$ cat src/rtl/uart_rx_fifo.sv
// UART receiver: two-flop synchroniser, mid-bit sampling FSM with optional parity,
// and a first-word-fall-through FIFO that buffers {perr, data} entries.
module uart_rx_fifo #(
    parameter int CLKS_PER_BIT = 16,
    parameter int DATA_BITS    = 8,
    parameter int PARITY       = 0,
    parameter int FIFO_DEPTH   = 4
) (
    input  logic       clk,
    input  logic       rst,
    input  logic       rx_en,
    input  logic       din,
    output logic [7:0] dout,
    output logic       dout_perr,
    output logic       dout_valid,
    input  logic       dout_ready,
    output logic       frame_err,
    output logic       overrun,
    output logic       busy
);

    localparam int CNT_W = $clog2(CLKS_PER_BIT);
    localparam int AW    = $clog2(FIFO_DEPTH);
    localparam logic [CNT_W-1:0] HALF_M1  = CNT_W'(CLKS_PER_BIT / 2 - 1);
    localparam logic [CNT_W-1:0] FULL_M1  = CNT_W'(CLKS_PER_BIT - 1);
    localparam logic [2:0]       LAST_BIT = 3'(DATA_BITS - 1);
    localparam logic [AW:0]      DEPTH    = (AW + 1)'(FIFO_DEPTH);

    typedef enum logic [2:0] {
        S_IDLE, S_START, S_DATA, S_PARITY, S_STOP, S_BREAK
    } state_t;

    state_t                 state_q, state_d;
    logic                   din_meta_q, din_s_q;
    logic [CNT_W-1:0]       cnt_q, cnt_d;
    logic [2:0]             bit_q, bit_d;
    logic [DATA_BITS-1:0]   shift_q, shift_d;
    logic                   perr_q, perr_d;
    logic                   frame_err_q, frame_err_d;
    logic                   overrun_q, overrun_d;
    logic [AW-1:0]          wr_ptr_q, wr_ptr_d, rd_ptr_q, rd_ptr_d;
    logic [AW:0]            count_q, count_d;
    logic                   push, pop, full, wr_en;
    logic [DATA_BITS:0]     mem [FIFO_DEPTH];
    logic [DATA_BITS:0]     head;

    always_ff @(posedge clk) begin
        if (rst) begin
            din_meta_q  <= 1'b1;
            din_s_q     <= 1'b1;
            state_q     <= S_IDLE;
            cnt_q       <= '0;
            bit_q       <= '0;
            shift_q     <= '0;
            perr_q      <= 1'b0;
            frame_err_q <= 1'b0;
            overrun_q   <= 1'b0;
            wr_ptr_q    <= '0;
            rd_ptr_q    <= '0;
            count_q     <= '0;
        end else begin
            din_meta_q  <= din;
            din_s_q     <= din_meta_q;
            state_q     <= state_d;
            cnt_q       <= cnt_d;
            bit_q       <= bit_d;
            shift_q     <= shift_d;
            perr_q      <= perr_d;
            frame_err_q <= frame_err_d;
            overrun_q   <= overrun_d;
            wr_ptr_q    <= wr_ptr_d;
            rd_ptr_q    <= rd_ptr_d;
            count_q     <= count_d;
        end
    end

    // Storage carries no reset; validity is tracked solely by count_q.
    always_ff @(posedge clk) begin
        if (wr_en) begin
            mem[wr_ptr_q] <= {perr_q, shift_q};
        end
    end

    always_comb begin
        state_d     = state_q;
        cnt_d       = cnt_q + 1'b1;
        bit_d       = bit_q;
        shift_d     = shift_q;
        perr_d      = perr_q;
        frame_err_d = 1'b0;
        push        = 1'b0;
        case (state_q)
            S_IDLE: begin
                cnt_d = '0;
                if (rx_en && !din_s_q) begin
                    state_d = S_START;
                    perr_d  = 1'b0;
                end
            end
            S_START: begin
                if (cnt_q == HALF_M1) begin
                    cnt_d   = '0;
                    bit_d   = '0;
                    state_d = din_s_q ? S_IDLE : S_DATA;
                end
            end
            S_DATA: begin
                if (cnt_q == FULL_M1) begin
                    cnt_d          = '0;
                    shift_d[bit_q] = din_s_q;
                    bit_d          = bit_q + 1'b1;
                    if (bit_q == LAST_BIT) begin
                        state_d = (PARITY != 0) ? S_PARITY : S_STOP;
                    end
                end
            end
            S_PARITY: begin
                if (cnt_q == FULL_M1) begin
                    cnt_d   = '0;
                    // Odd mode expects an odd total of ones; even mode an even total.
                    perr_d  = (PARITY == 1) ? ~(^shift_q ^ din_s_q) : (^shift_q ^ din_s_q);
                    state_d = S_STOP;
                end
            end
            S_STOP: begin
                if (cnt_q == FULL_M1) begin
                    cnt_d = '0;
                    if (din_s_q) begin
                        push    = 1'b1;
                        state_d = S_IDLE;
                    end else begin
                        frame_err_d = 1'b1;
                        state_d     = S_BREAK;
                    end
                end
            end
            S_BREAK: begin
                cnt_d = '0;
                if (din_s_q) begin
                    state_d = S_IDLE;
                end
            end
            default: begin
                state_d = S_IDLE;
            end
        endcase
    end

    always_comb begin
        full      = (count_q == DEPTH);
        pop       = (count_q != '0) && dout_ready;
        // A full FIFO still accepts a push when the head is popped in the same cycle.
        wr_en     = push && (!full || pop);
        overrun_d = push && full && !pop;
        wr_ptr_d  = wr_ptr_q;
        rd_ptr_d  = rd_ptr_q;
        count_d   = count_q;
        if (wr_en) begin
            wr_ptr_d = wr_ptr_q + 1'b1;
        end
        if (pop) begin
            rd_ptr_d = rd_ptr_q + 1'b1;
        end
        if (wr_en && !pop) begin
            count_d = count_q + 1'b1;
        end else if (pop && !wr_en) begin
            count_d = count_q - 1'b1;
        end
    end

    always_comb begin
        head       = mem[rd_ptr_q];
        dout_valid = (count_q != '0);
        dout       = '0;
        dout_perr  = 1'b0;
        if (dout_valid) begin
            dout[DATA_BITS-1:0] = head[DATA_BITS-1:0];
            dout_perr           = head[DATA_BITS];
        end
    end

    assign frame_err = frame_err_q;
    assign overrun   = overrun_q;
    assign busy      = (state_q != S_IDLE);

endmodule

$ cat config.mk
export PLATFORM = sky130hd
export DESIGN_NAME = uart_rx_fifo
export DESIGN_NICKNAME = d
export VERILOG_FILES = /design/src/rtl/uart_rx_fifo.sv
export SDC_FILE = /design/constraint.sdc
export NUM_CORES = 1
export LEC_CHECK = 0
export CORE_UTILIZATION = 45
export CTS_CLUSTER_DIAMETER = 120
export DETAILED_ROUTE_END_ITERATION = 8
export HOLD_SLACK_MARGIN = 0.06
export PLACE_DENSITY_LB_ADDON = 0.08
export SLEW_MARGIN = 20
export SYNTH_ARGS = -nofsm -noshare
export SYNTH_HDL_FRONTEND = slang
export SYNTH_SLANG_ARGS = --single-unit
$ cat constraint.sdc
create_clock -name clk -period 5.3 [get_ports clk]
set_input_delay 1.06 -clock clk [delete_from_list [all_inputs] [get_ports clk]]
set_output_delay 1.06 -clock clk [all_outputs]
set_load 0.1 [all_outputs]
==> impl_metrics.ini, run 1 <==
[sta]
period_needed_ns = 3.79
timing.fmax_mhz = 264
post-route-period-util_pct = 71.5
finalSetupTns_ns = 0
timing.final.ws_setup_ns = 1.51
finalMaxSlewViolations = 0
rsz0062_at_grt = no
hold_viol_final = 0
worst_pin_slew_ns = 0.968
finalSetupViolations = 0
whs_ns = 0.414
slew_headroom_pct = 35.3
skew_ns = 0.00899

[detailed_routing]
maxUsedRoutingLayer = met4
ant_nets = 0
vias = 1790
drc_errors = 0
dr_wl_met2_um = 2340
m1WireLength_um = 2260
wl_um = 4850
firstDrtPassIters = 4
drtIter0Drc = 41
route.met3.wl_um = 170
wl_per_cell_um = 14.4
vias_per_cell = 5.30

[min_path]
min_from = din_meta_q$_SDFF_PP1_
hold_path.class = reg -> reg

[clocking]
cts-root-buf = clkbuf_8
tritoncts = done
cts.sinks = 68
cts_htree_levels = 3
clock_latency_ns = 0.33
ctsResizeCount = 0
cts_hold_buffers = 0
clk_pin_slew_worst_paths_ns = 0.07
numCtsBuffers = 9
cts_buffer_depth = 2
postCtsSetupBuffers = 0

[global_routing]
grt_first_pass_wirelength_um = 8170
grt_max_degree = 32
antenna_found_initial = 0
globalRouteOverflowTotal = 0
grt_pass1_vias = 1700
grt_usage_pct = 15.5

[synthesis]
synth-main-ff-cell = edfxtp_1
synth_area_leader_cell = edfxtp_1
netlist_area_um2 = 2980
synth_warnings = 0
synth_top_area_share_pct = 36.3
async_flop_share_pct = 0
synth_edf_count = 36
synth.distinct_cells = 41
ys_ff_latch = 68
yosys-top-cells-area = edfxtp_1 36%, dfxtp_1 22%, mux4_2 6.8%, ha_1 3.4%, mux2i_1 3.4%
syn_nets = 254
synth.avg_cell_area_um2 = 12.4
ys_seq_area_share_pct = 57.8
syn_inst = 240

[final_layout]
num_antenna_cells = 0
nets = 270
areaGrowthSynthToFinish_pct = 16.0
drive_gt1_share_pct = 12.6
utilization_pct = 54.1

[flow_run]
maxCapViolCount = 0

[setup_path]
worstSetupPathType = reg -> out
cp.arrival_ns = 2.73
cp_max_fo = 9
critPathCaptureType = primary output
r2r_start = state_q[2]$_SDFFE_PP0P_
startpoint_type = flop
worstPathRequired_ns = 4.24

[outcome]
status = finished clean

[place]
place_hpwl_um = 3190
gp_congestion = 0.759
dp_slack_ns = 1.81
io_buffers = 17

[die]
num_rows = 29
core_um2 = 6390
die_area_um2 = 6950
die-width_um = 83.4
initial_core_util_pct = 46.6
die_height_um = 83.4
pin_count = 18

[power_and_ir_drop]
p_per_area_nw_per_um2 = 337
ir_drop_mv = 0.149
leakage_nw = 1.25
-- cell families (layout without fill, tap and decap cells) --
| family | count (synthesis) | in the layout | share of synthesized area [%] |
|---|---|---|---|
| muxes | 19 | 19 | 10.2 |
| buffers and inverters | 17 | 38 | 2.52 |
| and+or+nand+nor | 89 | 89 | 16.3 |
| adders and majority gates | 9 | 9 | 4.03 |
| xor gates and xnor gates | 15 | 15 | 4.41 |
| DFF | 68 | 68 | 57.8 |
| AOI/OAI and AO/OA | 23 | 23 | 4.83 |
-- final timing paths --
| path | end | slack, ns | cells past startpoint |
|---|---|---|---|
| max | dout_perr | 1.51 | 3 |
| min | din_s_q$_SDFF_PP1_ | 0.41 | 1 |
| max reg2reg | count_q[2]$_SDFFE_PP0P_ | 2.66 | 9 |
| min reg2reg | din_s_q$_SDFF_PP1_ | 0.41 | 1 |
-- routing by layer --
layer  vias to the layer above  GRT usage, %
met3                         8          3.88
met4                         0          7.68
met5                         -             0
met2                        31          25.1
li1                        899             -
met1                       852          19.3
-- layout by cell type (no fill, tap or decap), types with 2 or more instances in the layout --
| master | instances |
|---|---|
| a21oi_1 | 8 |
| and2_1 | 13 |
| and3_1 | 2 |
| bufinv_16 | 4 |
| clkbuf_8 | 10 |
| clkdlybuf4s50_1 | 16 |
| dfxtp_1 | 32 |
| edfxtp_1 | 36 |
| ha_1 | 8 |
| inv_1 | 5 |
| mux2i_1 | 10 |
| mux4_2 | 9 |
| nand2_1 | 10 |
| nand2b_1 | 3 |
| nand3_1 | 10 |
| nand3b_1 | 5 |
| nor2_1 | 24 |
| nor3_1 | 6 |
| nor3b_1 | 2 |
| o21ai_0 | 5 |
| o22ai_1 | 3 |
| o31ai_1 | 2 |
| or2_2 | 3 |
| or3_1 | 3 |
| xnor2_1 | 9 |
| xor2_1 | 6 |
-- cell type report --
class / instances / area (um2)
Fill cell: 548 / 2930
Sequential cell: 68 / 1720
Multi-Input combinational cell: 155 / 1180
Timing Repair Buffer: 17 / 165
Clock buffer: 10 / 138
Clock inverter: 6 / 134
Tap cell: 77 / 96.3
Inverter: 5 / 18.8
-- state kept, by name, indices dropped and copies added, names as in the netlist, 2 cells and up, named ones only --
signal	cells
wr_ptr_q	2
rd_ptr_q	2
cnt_q	4
mem	36
state_q	3
count_q	3
shift_q	8
bit_q	3
-- power by group --
part / switching [mW] / internal (mW)
registers: 0.00767 / 0.551
logic: 0.0268 / 0.0166
clock network: 0.190 / 0.374
total: 0.224 / 0.942
-- worst max-delay path, stage by stage, from the launching register on --
cell and delay [ns]:
dfxtp_1 0.70, mux4_2 0.57, and2_1 0.16, clkdlybuf4s50_1 0.96
-- stage by stage --
stage | std cells | cell area, um2 | total power, mW
floorplan | 240 | 2980 | 0.604
global placement | 322 | 3190 | 0.614
detailed placement | 322 | 3190 | 0.615
CTS | 338 | 3460 | 1.18
global route | 338 | 3460 | 1.21
finish | 338 | 3460 | 1.17
-- cell usage after synthesis, drive strengths merged (2+ instances only) --
master	instances
dfxtp	32
nor3b	2
or2	3
or3b	2
edfxtp	36
or3	3
nand2	10
clkbuf	7
buf	5
nor3	7
o31ai	2
mux4	9
mux2i	10
xor2	6
nand2b	3
ha	8
o22ai	3
xnor2	9
o21ai	5
nand3b	5
nand3	10
inv	5
nor2	25
a21oi	8
and3	2
and2	13
No activity file was read; power rests on OpenSTA's default activity.
==> run 2, diff against run 1 <==
==> constraint.sdc (replaced) <==
create_clock -name clk -period 3.2 [get_ports clk]
set_input_delay 0.64 -clock clk [delete_from_list [all_inputs] [get_ports clk]]
set_output_delay 0.64 -clock clk [all_outputs]
set_load 0.1 [all_outputs]
==> run 2 against run 1 <==
  * Global-route usage increased by 0.52 points
  * Sequential power increased by 64%
  * Flip-flop and latch count unchanged
  * Clock skew about the same
  * Clock-buffer cell count decreased by 1
  * Register-to-register slack got worse by 2.1 ns
==> impl_metrics.ini, run 2 (synthesis results as in run 1) <==
[detailed_routing]
vias_per_cell = 5.18
wl_um = 5060
vias = 1778
drc_errors = 0
firstDrtPassIters = 4
drtIter0Drc = 74
wl_per_cell_um = 14.7
ant_nets = 0

[die]
num_rows = 29
die_area_um2 = 6950
core_um2 = 6390
pin_count = 18
die_height_um = 83.4
initial_core_util_pct = 46.6
die-width_um = 83.4

[global_routing]
antenna_found_initial = 0
grt_max_degree = 24
grt_usage_pct = 16.0
grt_pass1_vias = 1665
globalRouteOverflowTotal = 0
grt_first_pass_wirelength_um = 8380

[setup_path]
worstSetupPathType = reg -> out
timing.rr.end = count_q[2]$_SDFFE_PP0P_
cp.arrival_ns = 2.07
r2r_start = cnt_q[0]$_SDFF_PP0_
startpoint_type = flop
r2r_slack_ns = 0.54
critPathCaptureType = primary output
worstPathRequired_ns = 2.56
cp_max_fo = 9
ff2ff_path_depth = 10

[clocking]
cts_buffer_depth = 2
clock_latency_ns = 0.34
cts-root-buf = clkbuf_8
clk_pin_slew_worst_paths_ns = 0.08
postCtsSetupBuffers = 0
ctsResizeCount = 0
tritoncts = done
cts.sinks = 68
numCtsBuffers = 9
cts_htree_levels = 3
cts_hold_buffers = 0

[sta]
rsz0062_at_grt = no
finalSetupViolations = 0
finalSetupTns_ns = 0
post-route-period-util_pct = 84.7
period_needed_ns = 2.71
whs_ns = 0.411
timing.final.ws_setup_ns = 0.488
skew_ns = 0.00944
timing.fmax_mhz = 369
finalMaxSlewViolations = 0
worst_pin_slew_ns = 0.890
slew_headroom_pct = 40.5
hold_viol_final = 0

[final_layout]
utilization_pct = 53.5
multi_input_area_um2 = 1180
num_antenna_cells = 0
largest_reg_flops = 36
layout_common_cells = 36 x edfxtp_1, 32 x dfxtp_1, 24 x nor2_1, 18 x buf_4, 13 x and2_1
largestRegisters = mem (36), shift_q (8), cnt_q (4)
final_cells = 343
areaGrowthSynthToFinish_pct = 14.7
nets = 275
fillCellCount = 562
top_register = mem
final_common_cell = edfxtp_1
regArea_um2 = 1720
drive_gt1_share_pct = 18.8

[place]
dp.cells = 327
dp_slack_ns = 0.248
gp_congestion = 0.763
place_hpwl_um = 3280
io_buffers = 17

[outcome]
status = finished clean

[power_and_ir_drop]
leakage_nw = 1.27
ir_drop_mv = 0.274
p_per_area_nw_per_um2 = 520

[min_path]
whs_path_depth = 1
hold_path.class = reg -> reg
whs_endpoint = din_s_q$_SDFF_PP1_
min_from = din_meta_q$_SDFF_PP1_

[flow_run]
maxCapViolCount = 0
-- run 2: per-layer routing --
layer,wire length [um],global-route usage [%],up-vias,share of wire [%]
met5,0,0,-,0
met4,62,7.52,0,1.2
met3,179,4.87,7,3.5
met2,2300,24.3,34,46
met1,2510,21.0,832,50
li1,-,-,905,-
-- run 2: worst max path at each step --
stage                                         end  slack (ns)  depth (start not counted)
after floorplan                           dout[0]        0.18                          3
after CTS                                 dout[0]        0.46                          3
after global routing      count_q[2]$_SDFFE_PP0P_        0.34                         10
after global placement    count_q[2]$_SDFFE_PP0P_        0.31                         10
after detailed placement  count_q[2]$_SDFFE_PP0P_        0.25                         10
final                                     dout[0]        0.49                          3
-- run 2: report_power, final --
| group | total, mW | internal, mW | switching (mW) |
|---|---|---|---|
| Clock | 0.775 | 0.442 | 0.333 |
| Combinational | 0.0879 | 0.0316 | 0.0563 |
| Sequential | 0.915 | 0.913 | 0.00235 |
-- run 2: final cells by class --
cell class / instances / area share (%)
sequential: 68 / 50.4
clock inverter: 7 / 2.89
tap: 77 / 2.82
clock buffer: 9 / 3.63
timing repair buffer: 22 / 5.13
multi-input combinational: 155 / 34.6
inverter: 5 / 0.549
-- run 2: stage by stage --
stage / power (mW) / cell area, um2
after floorplan: 1.00 / 2980
after detailed placement: 1.02 / 3190
final: 1.78 / 3420
after global placement: 1.02 / 3190
after CTS: 1.80 / 3420
after global routing: 1.85 / 3420
-- run 2: worst max-delay path, stage by stage (launching register included) --
cell	delay, ns
dfxtp_1	0.76
mux4_2	0.57
and2_1	0.17
buf_4	0.23
